`config.mk`:
```
export PLATFORM = sky130hd
export DESIGN_NAME = batalha_ctrl
export DESIGN_NICKNAME = d
export VERILOG_FILES = /design/src/rtl/pbl_pkg.sv /design/src/rtl/btn_debounce.sv /design/src/rtl/batalha_ctrl.sv
export SDC_FILE = /design/constraint.sdc
export NUM_CORES = 1
export LEC_CHECK = 0
export CAP_MARGIN = 20
export CORE_MARGIN = 3
export CORE_UTILIZATION = 40
export CTS_CLUSTER_SIZE = 10
export DETAILED_ROUTE_END_ITERATION = 7
export DONT_BUFFER_PORTS = 1
export GPL_ROUTABILITY_DRIVEN = 0
export SLEW_MARGIN = 20
export SYNTH_ARGS = -nofsm -noshare
export SYNTH_HDL_FRONTEND = slang
export SYNTH_HIERARCHICAL = 1
export SYNTH_SLANG_ARGS = --single-unit
```
`constraint.sdc`:
```
create_clock -name clk -period 2.68 [get_ports clk]
set_input_delay 0.268 -clock clk [delete_from_list [all_inputs] [get_ports clk]]
set_output_delay 0.268 -clock clk [all_outputs]
set_load 0.01 [all_outputs]
```
`src/rtl/pbl_pkg.sv`:
```
// pbl_pkg -- shared codes for the naval-battle game controller.
//   state_t   : FSM state codes, also driven out as `phase`
//   MODE_*    : 2-bit phase request codes from the mode switches
//   RES_*     : 2-bit last-shot result codes
//   ROW_MAX / COL_MAX : highest valid row / column of the 7x5 grid
package pbl_pkg;

    typedef enum logic [2:0] {
        IDLE   = 3'd0,
        PLACED = 3'd1,
        WIN    = 3'd2,
        LOSE   = 3'd3
    } state_t;

    localparam logic [1:0] MODE_CLR = 2'b00;
    localparam logic [1:0] MODE_POS = 2'b01;
    localparam logic [1:0] MODE_AT  = 2'b10;
    localparam logic [1:0] MODE_RSV = 2'b11;

    localparam logic [1:0] RES_NONE = 2'b00;
    localparam logic [1:0] RES_MISS = 2'b01;
    localparam logic [1:0] RES_HIT  = 2'b10;
    localparam logic [1:0] RES_REJ  = 2'b11;

    localparam logic [2:0] ROW_MAX = 3'd6;
    localparam logic [2:0] COL_MAX = 3'd4;

endpackage

```
`src/rtl/btn_debounce.sv`:
```
// btn_debounce -- turns the raw confirmation button into a one-cycle pulse.
// Build option: DEBOUNCE_EN
//   defined   : 2-flop sync, DEB_CYCLES-cycle stability filter, edge detect;
//               press is high in cycle 2+DEB_CYCLES+1 after a clean edge.
//   undefined : filter bypassed; press 3 cycles after the input edge.
// Ports:
//   clk      in  system clock
//   Nclr     in  asynchronous active-low reset
//   btn_raw  in  raw asynchronous active-high button
//   press    out registered one-cycle pulse per debounced rising edge
module btn_debounce #(
    parameter int DEB_CYCLES = 65536
) (
    input  logic clk,
    input  logic Nclr,
    input  logic btn_raw,
    output logic press
);

    logic sync_a;
    logic sync_b;
    logic level;
    logic level_d;

    always_ff @(posedge clk or negedge Nclr) begin
        if (!Nclr) begin
            sync_a <= 1'b0;
            sync_b <= 1'b0;
        end else begin
            // NOTE: non-blocking assignments make the two flops a real
            // shift chain; blocking ones would collapse it to one stage.
            sync_a <= btn_raw;
            sync_b <= sync_a;
        end
    end

`ifdef DEBOUNCE_EN
    localparam int CW = (DEB_CYCLES < 2) ? 1 : $clog2(DEB_CYCLES);

    logic [CW-1:0] stable_cnt;

    // The level follows the synchronized button only after it has
    // disagreed with the level for DEB_CYCLES consecutive cycles; any
    // bounce back to agreement restarts the count.
    always_ff @(posedge clk or negedge Nclr) begin
        if (!Nclr) begin
            level      <= 1'b0;
            stable_cnt <= '0;
        end else if (sync_b == level) begin
            stable_cnt <= '0;
        end else if (stable_cnt == CW'(DEB_CYCLES - 1)) begin
            level      <= sync_b;
            stable_cnt <= '0;
        end else begin
            stable_cnt <= stable_cnt + 1'b1;
        end
    end
`else
    assign level = sync_b;
`endif

    always_ff @(posedge clk or negedge Nclr) begin
        if (!Nclr) begin
            level_d <= 1'b0;
            press   <= 1'b0;
        end else begin
            level_d <= level;
            press   <= level & ~level_d;
        end
    end

endmodule

```
`src/rtl/batalha_ctrl.sv`:
```
// batalha_ctrl -- game-phase controller for the naval-battle datapath.
// Build option: DEBOUNCE_EN (selects the button stability filter).
// Ports:
//   clk, Nclr            clock, asynchronous active-low reset
//   button_confirmation  raw confirmation button
//   mode[1:0]            00 clear, 01 position, 10 attack, 11 reserved
//   coord[5:0]           [5:3] row, [2:0] column
//   ship_hit             position-matrix bit at coord
//   already_shot         attack-matrix bit at coord
//   pos_we / at_we / mat_clr  one-cycle matrix write strobes
//   phase[2:0]           FSM state code
//   result[1:0]          last shot result
//   shots[4:0] hits[5:0] valid shots taken / hits scored
module batalha_ctrl
    import pbl_pkg::*;
#(
    parameter int MAX_SHOTS  = 16,
    parameter int SHIP_CELLS = 7,
    parameter int DEB_CYCLES = 65536
) (
    input  logic       clk,
    input  logic       Nclr,
    input  logic       button_confirmation,
    input  logic [1:0] mode,
    input  logic [5:0] coord,
    input  logic       ship_hit,
    input  logic       already_shot,
    output logic       pos_we,
    output logic       at_we,
    output logic       mat_clr,
    output logic [2:0] phase,
    output logic [1:0] result,
    output logic [4:0] shots,
    output logic [5:0] hits
);

    logic press;

    btn_debounce #(.DEB_CYCLES(DEB_CYCLES)) u_debounce (
        .clk     (clk),
        .Nclr    (Nclr),
        .btn_raw (button_confirmation),
        .press   (press)
    );

    state_t     state, state_n;
    logic       pos_we_n, at_we_n, mat_clr_n;
    logic [1:0] result_n;
    logic [4:0] shots_n;
    logic [5:0] hits_n;
    logic [2:0] row, col;

    assign row   = coord[5:3];
    assign col   = coord[2:0];
    assign phase = state;

    always_ff @(posedge clk or negedge Nclr) begin
        if (!Nclr) begin
            state   <= IDLE;
            pos_we  <= 1'b0;
            at_we   <= 1'b0;
            mat_clr <= 1'b0;
            result  <= RES_NONE;
            shots   <= '0;
            hits    <= '0;
        end else begin
            state   <= state_n;
            pos_we  <= pos_we_n;
            at_we   <= at_we_n;
            mat_clr <= mat_clr_n;
            result  <= result_n;
            shots   <= shots_n;
            hits    <= hits_n;
        end
    end

    always_comb begin
        // NOTE: every output gets a default first so no path leaves one
        // unassigned, which would infer a latch.
        state_n   = state;
        pos_we_n  = 1'b0;
        at_we_n   = 1'b0;
        mat_clr_n = 1'b0;
        result_n  = result;
        shots_n   = shots;
        hits_n    = hits;

        if (press) begin
            case (mode)
                MODE_CLR: begin
                    mat_clr_n = 1'b1;
                    result_n  = RES_NONE;
                    shots_n   = '0;
                    hits_n    = '0;
                    state_n   = IDLE;
                end
                MODE_POS: begin
                    if (state == IDLE || state == PLACED) begin
                        pos_we_n = 1'b1;
                        state_n  = PLACED;
                    end
                end
                MODE_AT: begin
                    if (state == PLACED) begin
                        if (row > ROW_MAX || col > COL_MAX || already_shot) begin
                            result_n = RES_REJ;
                        end else begin
                            at_we_n = 1'b1;
                            shots_n = shots + 5'd1;
                            if (ship_hit) begin
                                hits_n   = hits + 6'd1;
                                result_n = RES_HIT;
                            end else begin
                                result_n = RES_MISS;
                            end
                            // End-of-game test uses the post-shot counts;
                            // a winning last shot is a win, not a loss.
                            if (hits_n == 6'(SHIP_CELLS)) begin
                                state_n = WIN;
                            end else if (shots_n == 5'(MAX_SHOTS)) begin
                                state_n = LOSE;
                            end
                        end
                    end
                end
                default: ;  // MODE_RSV: ignored in every state
            endcase
        end
    end

endmodule

```
==> flow_metrics.env <==
export IMPL_final_hold_viol_count=0
export IMPL_grt_pass1_vias=793
export IMPL_final_net_count=140
export IMPL_drt_vias_per_instance=5.75
export IMPL_internal_power_mw=0.523
export IMPL_clock_path_buffers=2
export IMPL_critPathMaxFanout=7
export IMPL_clkSlewWorstSetupHoldPaths_ns=0.13
export IMPL_finalWorstSetupSlack_ns=0.523
export IMPL_min_period_over_period=0.805
export IMPL_final_max_slew_viol_count=0
export IMPL_synth_edf_count=0
export IMPL_insertedDiodeCount=0
export IMPL_postCtsSetupBuffers=0
export IMPL_clock_skew_ns=0.00603
export IMPL_launching_point_of_the_worst_reg2reg_path="hits[0]$_DFFE_PN0P_"
export IMPL_cts_hold_repair_buffers=2
export IMPL_fp_dieH_um=60.1
export IMPL_drt_pass_1_iters=5
export IMPL_timing_hold_worst_class="input pin to flip-flop"
export IMPL_power_net_switching_mw=0.164
export IMPL_synthCells=118
export IMPL_fin_area_um2=1260
export IMPL_ant_nets=0
export IMPL_tightest_slew_ns=0.970
export IMPL_port_buffer_count=0
export IMPL_synthesis_area_per_instance_um2=9.92
export IMPL_placedInstanceArea_um2=1190
export IMPL_cts_tree="built"
export IMPL_reg2reg_setup_slack_ns=0.52
export IMPL_dieWidth_um=60.1
export IMPL_seq_area_frac_synth=0.470
export IMPL_grt_start_max_net_pins=23
export IMPL_fillerInstances=244
export IMPL_result_of_the_run="complete, no violations"
export IMPL_end_kind="flip-flop"
export IMPL_ir_worst_vdd_uv=616
export IMPL_cts_inserted_buffers=3
export IMPL_critPathRequiredTime_ns=2.90
export IMPL_core_area_um2=2640
export IMPL_sequentialPowerShare=0.547
export IMPL_clock_tree_root_cell="sky130_fd_sc_hd__clkbuf_4"
export IMPL_timing_critical_path_arrival_ns=2.37
export IMPL_whs_path_depth=2
export IMPL_cts_num_sinks=22
export IMPL_critPathLaunchType="flip-flop"
export IMPL_max_freq_mhz=464
export IMPL_wire_per_inst_um=15.2
export IMPL_rr_worst_depth=6
export IMPL_final_common_cell="sky130_fd_sc_hd__dfrtp_1"
export IMPL_grt_antenna_before_repair=0
export IMPL_ys_async_sr_fraction=1.00
export IMPL_postSynthRegisterBits=22
export IMPL_grt_first_pass_wirelength_um=3650
export IMPL_startpoint="hits[0]$_DFFE_PN0P_"
export IMPL_ys_flop_type="sky130_fd_sc_hd__dfrtp_1"
export IMPL_final_worst_path_period_need_ns=2.16
export IMPL_total_leakage_power_nw=0.568
export IMPL_synth_lib_cells_used_distinct=39
export IMPL_floorplan_die_area_um2=3610
export IMPL_htree_num_levels=1
export IMPL_rsz0062_at_grt="false"
export IMPL_combinational_cell_fraction_of_total_power=0.079
export IMPL_final_layout_size_suffix_gt1_frac=0.0500
export IMPL_placedCellCount=144
export IMPL_power_share_clock=0.374
export IMPL_mapped_area_um2=1170
export IMPL_p_total_mw=0.687
export IMPL_totalWireLength_um=2280
export IMPL_yosysWarnings=6
export IMPL_final_cell_mix="sky130_fd_sc_hd__dfrtp_1, sky130_fd_sc_hd__o21ai_0, sky130_fd_sc_hd__nand2_1"
export IMPL_syn_to_final_growth_pct=7.69
export IMPL_power_share_switching=0.239
export IMPL_via_count=863
export IMPL_worst_setup_path_type="flip-flop to flip-flop"
export IMPL_insertion_delay_ns=0.31
export IMPL_synth_nets=137
export IMPL_detailed_placement_hpwl_um=1640
export IMPL_grt_util_all_layers=0.133
export IMPL_setup_violations_final=0
export IMPL_ctsResizeCount=0
export IMPL_pre_cts_slack_ns=0.531
export IMPL_worst_hold_startpoint="ship_hit"
export IMPL_overflow=0
export IMPL_timing_max_cap_violations=0
export IMPL_detail_route_drc_violations=0
export IMPL_drt_first_iter_violations=44
export IMPL_top_level_ports=32
export IMPL_max_slew_margin_rel=0.351
export IMPL_floorplan_rows=18
export IMPL_floorplan_initialDensity=0.444
export IMPL_layoutNonFillerInstCount=150
export IMPL_power_density_nw_per_um2=545
export IMPL_setup_total_negative_slack_ns=0
synthesized netlist by cell type (3+ instances only):
cell type,n,area [um^2]
sky130_fd_sc_hd__nand2_1,13,48.8
sky130_fd_sc_hd__dfrtp_1,22,551
sky130_fd_sc_hd__nor2b_1,3,18.8
sky130_fd_sc_hd__a21oi_1,5,25.0
sky130_fd_sc_hd__inv_1,6,22.5
sky130_fd_sc_hd__nand3b_1,3,22.5
sky130_fd_sc_hd__a22o_1,4,35.0
sky130_fd_sc_hd__xnor2_1,3,26.3
sky130_fd_sc_hd__ha_1,6,75.1
sky130_fd_sc_hd__nand3_1,7,35.0
sky130_fd_sc_hd__o21ai_0,14,70.1
power groups by stage:
stage / clock [mW] / combinational [mW] / sequential (mW)
after floorplan: 0 / 0.0422 / 0.377
after global placement: 0 / 0.0441 / 0.382
after detailed placement: 0 / 0.0460 / 0.383
after CTS: 0.265 / 0.0549 / 0.376
after global routing: 0.278 / 0.0632 / 0.381
final: 0.257 / 0.0543 / 0.376
layer usage:
| metal | GRT usage | wire [um] | part of all wire |
|---|---|---|---|
| met5 | 0 | 0 | 0 |
| met4 | 0.0348 | 11 | 0.0048 |
| met3 | 0.0475 | 135 | 0.059 |
| met2 | 0.204 | 1040 | 0.46 |
| met1 | 0.178 | 1090 | 0.48 |
worst paths after layout:
kind | to
max | phase[0]$_DFFE_PN0P_
min | hits[2]$_DFFE_PN0P_
max reg2reg | phase[0]$_DFFE_PN0P_
min reg2reg | u_debounce/level$_DFF_PN0_
max in group asynchronous | shots[2]$_DFFE_PN0P_
min in group asynchronous | u_debounce/press$_DFF_PN0_
final cells by class:
cell class                      instances  area [um^2]  share of cell area
Multi-Input combinational cell         86          578               0.458
Clock buffer                            3         22.5              0.0179
Tap cell                               30         37.5              0.0298
Clock inverter                          1         30.0              0.0238
Inverter                                6         22.5              0.0179
Sequential cell                        22          551               0.437
Timing Repair Buffer                    2         20.0              0.0159
metrics by stage:
stage | utilization | hold WS (ns)
global route | 0.479 | 0.0844
finish | 0.479 | 0.0850
floorplan | - | -0.0276
global placement | 0.451 | -0.0270
CTS | 0.479 | 0.0728
detailed placement | 0.451 | -0.0271
logic make-up after synthesis:
group,share of synthesized area
xor gates and xnor gates,0.0374
DFF,0.470
adders and majority gates,0.0641
AOI/OAI and AO/OA,0.187
buffers and inverters,0.0363
and+or+nand+nor,0.202
other,0.00320
flip-flops by register name, indices dropped and copies added, names as in the netlist:
signal,flops
at_we,1
u_debounce/sync_a,1
shots,5
u_debounce/level_d,1
mat_clr,1
pos_we,1
phase,2
result,2
u_debounce/level,1
u_debounce/press,1
hits,6
worst max-delay path, stage by stage, from the launching register on:
cell                      delay, ns
sky130_fd_sc_hd__dfrtp_1       0.50
sky130_fd_sc_hd__ha_1          0.29
sky130_fd_sc_hd__xnor2_1       0.14
sky130_fd_sc_hd__o32a_1        0.36
sky130_fd_sc_hd__nor4_4        0.34
sky130_fd_sc_hd__o21ai_1       0.12
sky130_fd_sc_hd__a211o_1       0.30
Note: power is estimated with default switching activity, not from simulation.
